[src/rtl/core_pkg.sv]
// Shared types and constants for the SPARC-subset pipeline sequencer:
// FSM states, forwarding selects, shadow-stage record and register helpers.
package core_pkg;

  typedef enum logic [1:0] {
    RUN  = 2'd0,
    LU   = 2'd1,
    WAIT = 2'd2
  } state_t;

  localparam logic [1:0] FWD_RF  = 2'b00;
  localparam logic [1:0] FWD_EX  = 2'b01;
  localparam logic [1:0] FWD_MEM = 2'b10;
  localparam logic [1:0] FWD_WB  = 2'b11;

  localparam logic [4:0] REG_G0  = 5'd0;
  localparam logic [4:0] CALL_RD = 5'd15;

  typedef struct packed {
    logic       valid;
    logic [4:0] rd;
    logic       rf_le;
    logic       load;
  } stage_t;

  // A stage can supply an operand only if it will really write that register; g0 is hardwired.
  function automatic logic stage_hit(input stage_t s, input logic [4:0] rs);
    return s.valid && s.rf_le && (s.rd == rs) && (rs != REG_G0);
  endfunction

endpackage

[src/rtl/hazard_ctrl_unit_fwd_sel.sv]
// Priority forwarding select for one ID-stage source operand.
// The youngest in-flight producer wins: EX over MEM over WB.
module fwd_sel
  import core_pkg::*;
(
  input  stage_t     ex_stage,
  input  stage_t     mem_stage,
  input  stage_t     wb_stage,
  input  logic [4:0] rs,
  output logic [1:0] sel
);

  always_comb begin
    sel = FWD_RF;
    if (stage_hit(ex_stage, rs)) begin
      sel = FWD_EX;
    end else if (stage_hit(mem_stage, rs)) begin
      sel = FWD_MEM;
    end else if (stage_hit(wb_stage, rs)) begin
      sel = FWD_WB;
    end
  end

endmodule

[src/rtl/hazard_ctrl_unit.sv]
// Pipeline sequencer: shadow rd tracking, forwarding, load-use stall and memory-wait freeze.
// Optional stall counter output enabled by defining HAZARD_STALL_CNT_EN.
module hazard_ctrl_unit
  import core_pkg::*;
#(
  parameter int MAX_WAIT = 16
`ifdef HAZARD_STALL_CNT_EN
  , parameter int CNT_W  = 16
`endif
) (
  input  logic             clk,
  input  logic             rst,
  input  logic             id_valid,
  input  logic [4:0]       id_rs1,
  input  logic [4:0]       id_rs2,
  input  logic [4:0]       id_rd,
  input  logic             id_rf_le,
  input  logic             id_load,
  input  logic             id_use_rs2,
  input  logic             br_taken,
  input  logic             br_annul,
  input  logic             mem_wait,
  output logic             pc_le,
  output logic             npc_le,
  output logic             ifid_le,
  output logic             id_bubble,
  output logic             ifid_clr,
  output logic             exmem_le,
  output logic             memwb_le,
  output logic [1:0]       fwd_a,
  output logic [1:0]       fwd_b,
  output logic             wait_err
`ifdef HAZARD_STALL_CNT_EN
  , output logic [CNT_W-1:0] stall_cnt
`endif
);

  localparam int WCNT_W = $clog2(MAX_WAIT + 1);
  localparam logic [WCNT_W-1:0] WCNT_LAST = WCNT_W'(MAX_WAIT - 1);

  state_t            state_q, state_d;
  stage_t            ex_q, mem_q, wb_q;
  stage_t            ex_d;
  logic [WCNT_W-1:0] wait_cnt;
  logic [1:0]        sel_a, sel_b;
  logic              lu_hazard;
  logic              annul_effective;

  fwd_sel u_fwd_a (
    .ex_stage  (ex_q),
    .mem_stage (mem_q),
    .wb_stage  (wb_q),
    .rs        (id_rs1),
    .sel       (sel_a)
  );

  fwd_sel u_fwd_b (
    .ex_stage  (ex_q),
    .mem_stage (mem_q),
    .wb_stage  (wb_q),
    .rs        (id_rs2),
    .sel       (sel_b)
  );

  assign fwd_a = sel_a;
  assign fwd_b = id_use_rs2 ? sel_b : FWD_RF;

  // A load in EX cannot forward its data until it reaches MEM, so ID must wait one cycle.
  assign lu_hazard = ex_q.load &&
                     (stage_hit(ex_q, id_rs1) || (id_use_rs2 && stage_hit(ex_q, id_rs2)));

  always_comb begin
    state_d   = state_q;
    pc_le     = 1'b1;
    ifid_le   = 1'b1;
    id_bubble = 1'b0;
    exmem_le  = 1'b1;
    if (!rst) begin
      unique case (state_q)
        RUN, WAIT: begin
          if (mem_wait) begin
            pc_le    = 1'b0;
            ifid_le  = 1'b0;
            exmem_le = 1'b0;
            state_d  = WAIT;
          end else if (lu_hazard) begin
            pc_le     = 1'b0;
            ifid_le   = 1'b0;
            id_bubble = 1'b1;
            state_d   = LU;
          end else begin
            state_d = RUN;
          end
        end
        LU: begin
          if (mem_wait) begin
            pc_le    = 1'b0;
            ifid_le  = 1'b0;
            exmem_le = 1'b0;
            state_d  = WAIT;
          end else begin
            state_d = RUN;
          end
        end
        default: state_d = RUN;
      endcase
    end
  end

  assign npc_le   = pc_le;
  assign memwb_le = exmem_le;

  // Annul only when ID advances; a stalled branch is re-presented and decides then.
  assign annul_effective = !br_taken || (br_taken && br_annul);
  assign ifid_clr        = br_annul && ifid_le && annul_effective;

  assign ex_d = '{valid: id_valid && !id_bubble, rd: id_rd, rf_le: id_rf_le, load: id_load};

  always_ff @(posedge clk or posedge rst) begin
    if (rst) begin
      state_q <= RUN;
      ex_q    <= '0;
      mem_q   <= '0;
      wb_q    <= '0;
    end else begin
      state_q <= state_d;
      if (exmem_le) begin
        ex_q  <= ex_d;
        mem_q <= ex_q;
        wb_q  <= mem_q;
      end
    end
  end

  // Counts consecutive mem_wait cycles; the error flag is sticky until reset.
  always_ff @(posedge clk or posedge rst) begin
    if (rst) begin
      wait_cnt <= '0;
      wait_err <= 1'b0;
    end else if (mem_wait) begin
      if (wait_cnt == WCNT_LAST) begin
        wait_err <= 1'b1;
      end else begin
        wait_cnt <= wait_cnt + WCNT_W'(1);
      end
    end else begin
      wait_cnt <= '0;
    end
  end

`ifdef HAZARD_STALL_CNT_EN
  always_ff @(posedge clk or posedge rst) begin
    if (rst) begin
      stall_cnt <= '0;
    end else if (!pc_le && (stall_cnt != '1)) begin
      stall_cnt <= stall_cnt + CNT_W'(1);
    end
  end
`endif

endmodule

[config.mk]
export PLATFORM = sky130hd
export DESIGN_NAME = hazard_ctrl_unit
export DESIGN_NICKNAME = d
export VERILOG_FILES = /design/src/rtl/core_pkg.sv /design/src/rtl/hazard_ctrl_unit_fwd_sel.sv /design/src/rtl/hazard_ctrl_unit.sv
export SDC_FILE = /design/constraint.sdc
export NUM_CORES = 1
export LEC_CHECK = 0
export CORE_ASPECT_RATIO = 0.6
export CORE_MARGIN = 4
export CORE_UTILIZATION = 36
export CTS_BUF_LIST = sky130_fd_sc_hd__clkbuf_16
export CTS_CLUSTER_DIAMETER = 120
export DETAILED_ROUTE_END_ITERATION = 10
export GPL_TIMING_DRIVEN = 0
export PLACE_DENSITY = 0.68
export SLEW_MARGIN = 20
export SYNTH_ARGS = -nofsm -noshare
export SYNTH_HDL_FRONTEND = slang
export SYNTH_SLANG_ARGS = --single-unit
[constraint.sdc]
create_clock -name clk -period 3.25 [get_ports clk]
set_input_delay 0.4875 -clock clk [delete_from_list [all_inputs] [get_ports clk]]
set_output_delay 0.4875 -clock clk [all_outputs]
set_load 0.05 [all_outputs]
# --- Word-level counts from Yosys, hierarchy flattened ---
# Cells that the tools add are included.
word_totals:
  reg_bits: 30
classes:
  add_sub_neg: 1
  n_eq_ne: 10
  n_mux: 24
  n_reduce_logical: 31
op_table:
  columns: ["cell", "n"]
  rows:
  - ["5-bit == test", 6]
  - ["1-bit logical AND", 21]
  - ["2-bit 2-to-1 mux", 9]
  - ["1-bit 2-to-1 mux", 11]
  - ["5-bit 2-to-1 mux", 2]
  - ["5-bit nonzero test", 2]
  - ["5-bit by 1-bit adder with 5-bit output, second input constant", 1]
  - ["5-bit by 4-bit == test with 1-bit output, second input constant", 1]
  - ["2-bit case mux with 2 select lines", 1]
  - ["3-bit OR reduction", 1]
  - ["2-bit by 1-bit == test with 1-bit output, second input constant", 1]
  - ["2-bit == test, second input constant", 1]
  - ["1-bit logical NOT", 2]
  - ["2-bit logical NOT", 1]
  - ["1-bit logical OR", 2]
  - ["2-bit != test, second input constant", 1]
  - ["1-bit case mux with 2 select lines", 1]
  - ["2-bit AND reduction", 1]
  - ["2-bit OR reduction", 1]

# --- Depth between registers and ports, before layout ---
logic_depth:
  ltp_word: 12
  ltp_mapped: 8

# --- Cells and area by module ---
# From an unflattened synthesis, not the netlist that was laid out.
hier_totals:
  hier_cells: 180
  area_unflattened_um2: 1955.6
by_module_without_submodules:
  columns: ["mod", "n_inst", "cells_per_inst", "area_each_um2", "seq_area_each_um2"]
  rows:
  - ["hazard_ctrl_unit", 1, 120, 1487.7, 800.8]
  - ["fwd_sel", 2, 30, 234.0, 0.0]

# --- Worst setup path before layout ---
# Ideal clock, no wire load.
synth_timing:
  kind: "input to output"
  startpoint: "input port id_rs1[1]"
  endpoint: "output port npc_le"
  t_arrival_ns: 3.101
  t_required_ns: 2.762
  setup_slack_ns: -0.338
  stages: 5
  n_path_buf: 1
  cell_sequence: "or4_1 nor2_1 nor4_1 a211oi_1 buf_4"
synth_between:
  elab_chain_cells: 9
synth_rtl:
  columns: ["item", "line", "source"]
  rows:
  - ["start, declared", "hazard_ctrl_unit.sv:14", "input logic [4:0] id_rs1,"]
  - ["5-bit == test", "core_pkg.sv:28", "return s.valid && s.rf_le && (s.rd == rs) && (rs != REG_G0);"]
  - ["1-bit logical AND", "core_pkg.sv:28", null]
  - ["1-bit logical AND (*)", "core_pkg.sv:28", null]
  - ["1-bit logical OR (*)", "hazard_ctrl_unit.sv:70", "(stage_hit(ex_q, id_rs1) || (id_use_rs2 && stage_hit(ex_q, id_rs2)));"]
  - ["1-bit logical AND (*)", "hazard_ctrl_unit.sv:69", "assign lu_hazard = ex_q.load &&"]
  - ["1-bit 2-to-1 mux (*) (2 in series)", null, null]
  - ["1-bit case mux with 2 select lines (*)", null, null]
  - ["1-bit 2-to-1 mux (*)", null, null]
  - ["end, declared", "hazard_ctrl_unit.sv:24", "output logic npc_le,"]
# Every way passes the cells marked *; elsewhere a longest branch is shown, timed or not.

# --- Final worst setup path ---
layout_timing:
  startpoint: "input port id_rs1[1]"
  endpoint: "output port fwd_a[0]"
layout_between:
  elab_chain_cells: 6
layout_rtl:
  columns: ["item", "line", "source"]
  rows:
  - ["5-bit == test", "core_pkg.sv:28", null]
  - ["1-bit logical AND (2 in series)", "core_pkg.sv:28", null]
  - ["2-bit 2-to-1 mux", "hazard_ctrl_unit_fwd_sel.sv:19", "end else if (stage_hit(wb_stage, rs)) begin"]
  - ["2-bit 2-to-1 mux", "hazard_ctrl_unit_fwd_sel.sv:17", "end else if (stage_hit(mem_stage, rs)) begin"]
  - ["2-bit 2-to-1 mux (*)", "hazard_ctrl_unit_fwd_sel.sv:15", "if (stage_hit(ex_stage, rs)) begin"]
  - ["end, declared", "hazard_ctrl_unit.sv:30", "output logic [1:0] fwd_a,"]
# Marks and branches as above.

==> impl_metrics.py <==
metrics = {
    "timing": {
        "fin_skew_ns": 0.00419,
        "max-slew-margin-rel": 0.641,
        "final.setup.tns_ns": 0,
        "hold_viol_final": 0,
        "worstMarginPinSlew_ns": 0.533,
        "fin_crit_sh": 0.969,
        "period_minus_slack_ns": 3.15,
        "rsz0062_at_grt": "false",
        "whs_ns": 0.452,
        "finalSetupViolations": 0,
        "fmax_mhz": 318,
        "slew_violations": 0,
        "worst_slack_ns": 0.102,
    },
    "global_route": {
        "grt_antenna_before_repair": 0,
        "grt_use_met1": 0.224,
        "track_usage": 0.153,
        "gr-max-usage-layer": "met1",
        "grt_pass1_vias": 1415,
        "grt_util_met2": 0.216,
        "overflow": 0,
        "grt_max_degree": 32,
        "grt_pass1_wl_mm": 6.99,
        "met3_usage": 0.0502,
    },
    "synth": {
        "synth_nets": 217,
        "synth-seq-cells": 30,
        "postSynthAreaPerCell_um2": 9.16,
        "synth_warnings": 0,
        "synth_flop_cell": "dfrtp_1",
        "ys_async_sr_fraction": 1.00,
        "synth_cells": 191,
        "yosysUniqueCellTypes": 33,
        "ys_seq_area_frac": 0.429,
        "synth_edf_count": 0,
        "synth_area_mm2": 0.00175,
    },
    "critical_path": {
        "worstSetupEndpointType": "output pin",
        "critPathKind": "input pin to output pin",
        "path_max_fanout": 4,
        "slowest_delay_ns": 0.57,
        "critPathSlowestCell": "or4_1",
        "worstSetupStartpointType": "input pin",
        "cpMostUsedCell": "or4_1",
        "worstPathCellList": "clkdlybuf4s50_1 > xor2_1 > or4_1 > or4_1 > o21ai_0 > buf_2",
        "arrival_ns": 2.66,
        "required_ns": 2.76,
    },
    "drt": {
        "drc_errors": 0,
        "drtIter0Drc": 86,
        "post_drt_wl_per_cell_um": 14.8,
        "vias": 1434,
        "drt_pre_antenna_iters": 4,
        "vias_per_cell": 4.88,
        "routed_wl_mm": 4.35,
        "final_antenna_net_count": 0,
    },
    "place": {
        "dpl_cell_area_mm2": 0.00218,
        "dp_hpwl_mm": 3.35,
        "gp_congestion": 0.904,
        "place_ws_ns": -1.22,
        "io_buffers": 34,
    },
    "pwr": {
        "peakVddDrop_mv": 0.208,
        "seq_power_share": 0.415,
        "intPower_uw": 782,
        "switching_share": 0.282,
        "combPwrFrac": 0.191,
        "p_switching_uw": 307,
        "power_density_mw_per_mm2": 465,
        "p_leak_uw": 0.00103,
        "clkPwrFrac": 0.394,
    },
    "worst_hold_path": {
        "hold_class": "flop to flop",
    },
    "clock_network": {
        "cts_buffers": 5,
        "cts_buffer_depth": 2,
        "cts_tree": "yes",
        "clk_pin_slew_ns": 0.05,
        "clk_latency_ns": 0.28,
        "cts_root_buffer": "clkbuf_16",
        "cts_resized": 32,
        "clkSinkCount": 30,
        "htree_levels": 2,
        "postCtsHoldBufs": 0,
        "post_cts_buffers": 0,
    },
    "floorplanning": {
        "io_pins": 36,
        "die_w_um": 98.0,
        "die_area_mm2": 0.00608,
        "initial_core_util": 0.378,
        "fp.dieH_um": 62.0,
        "rows": 19,
        "coreArea_mm2": 0.00464,
    },
    "layout": {
        "drive_gt1_frac": 0.160,
        "post-route-util": 0.506,
        "diodes": 0,
        "syn_to_final_growth_pct": 34.0,
        "nets": 256,
        "final_cell_area_mm2": 0.00235,
    },
    "flow_run": {
        "maxCapViolCount": 0,
    },
    "outcome": {
        "status": "finished clean",
    },
}
-- power by group through the flow --
stage	registers, uW	clock network [uW]	logic, uW
global placement	454	0	201
CTS	451	441	207
finish	452	430	208
global route	456	455	229
floorplan	443	0	134
detailed placement	456	0	204
-- layer usage --
| layer | wire length (um) | vias up |
|---|---|---|
| met5 | 0 | - |
| li1 | - | 721 |
| met2 | 1670 | 43 |
| met4 | 25 | 0 |
| met3 | 287 | 5 |
| met1 | 2360 | 665 |
-- cell usage after synthesis (2+ instances only) --
cell type,n,area (um2)
clkbuf_1,4,15.0
nand4_1,4,25.0
nor4_1,6,37.5
xnor2_1,20,175
buf_4,3,22.5
and3_1,3,18.8
dfrtp_1,30,751
or3_1,2,12.5
o21a_1,2,15.0
ha_1,2,25.0
nand3_1,5,25.0
inv_1,4,15.0
nor2_1,10,37.5
a211oi_1,3,22.5
xor2_1,13,114
mux2_2,8,90.1
nand2_1,51,191
nor3_1,2,10.0
or4_1,5,37.5
-- state kept, by name, indices dropped and copies added, names as in the netlist --
name and flops:
ex_q 8, mem_q 7, wb_q 7, wait_cnt 5
state_q 2, wait_err 1
-- stage by stage --
stage               power [uW]  instances
detailed placement         660        288
global route              1140        294
finish                    1090        294
global placement           655        288
floorplan                  578        191
CTS                       1100        294
-- cell families (layout without fill, tap and decap cells) --
| group | Yosys count | in the layout | share of synthesized area |
|---|---|---|---|
| AO/OA/AOI/OAI | 10 | 10 | 0.0422 |
| AND/OR/NAND/NOR | 94 | 94 | 0.257 |
| multiplexers | 9 | 9 | 0.0572 |
| adder cells (fa/ha/maj) | 2 | 2 | 0.0143 |
| buffers and inverters | 13 | 53 | 0.0350 |
| flip-flops | 30 | 30 | 0.429 |
| XOR/XNOR | 33 | 33 | 0.165 |
-- worst paths after layout --
kind | depth (start not counted) | from | to | slack (ns)
worst min-delay path | 1 | wait_err$_DFFE_PP0P_ | wait_err$_DFFE_PP0P_ | 0.45
worst max register to register | 4 | ex_q[5]$_DFFE_PP0P_ | ex_q[7]$_DFFE_PP0P_ | 1.22
min in group asynchronous | 2 | rst | ex_q[5]$_DFFE_PP0P_ | 0.70
worst max-delay path | 6 | id_rs1[1] | fwd_a[0] | 0.10
worst min register to register | 1 | wait_err$_DFFE_PP0P_ | wait_err$_DFFE_PP0P_ | 0.45
max in group asynchronous | 2 | rst | wait_cnt[2]$_DFFE_PP0N_ | 2.35
-- final cells by class --
type	count	area [um2]
fill	455	2290
multi-input combinational	148	988
sequential	30	751
timing repair buffer	34	318
clock buffer	5	125
tap	63	78.8
inverter	5	37.5
buffer	6	35.0
clock inverter	3	12.5
-- critical path: cells and delay by family --
family                 cells  cell delay (ns)
XOR/XNOR                   1             0.16
buffers and inverters      2             0.86
AO/OA/AOI/OAI              1             0.12
AND/OR/NAND/NOR            2             1.02
-- cells in the final DEF (no fill, tap or decap), types with 5 or more instances in the layout --
cell type / instances
nor2_1: 8
nand2_1: 51
nor4_1: 5
clkdlybuf4s50_1: 22
xnor2_1: 20
or4_1: 5
mux2_2: 8
nand3_1: 5
xor2_1: 13
clkbuf_16: 5
dfrtp_1: 30
(Power assumes the default switching activity.)
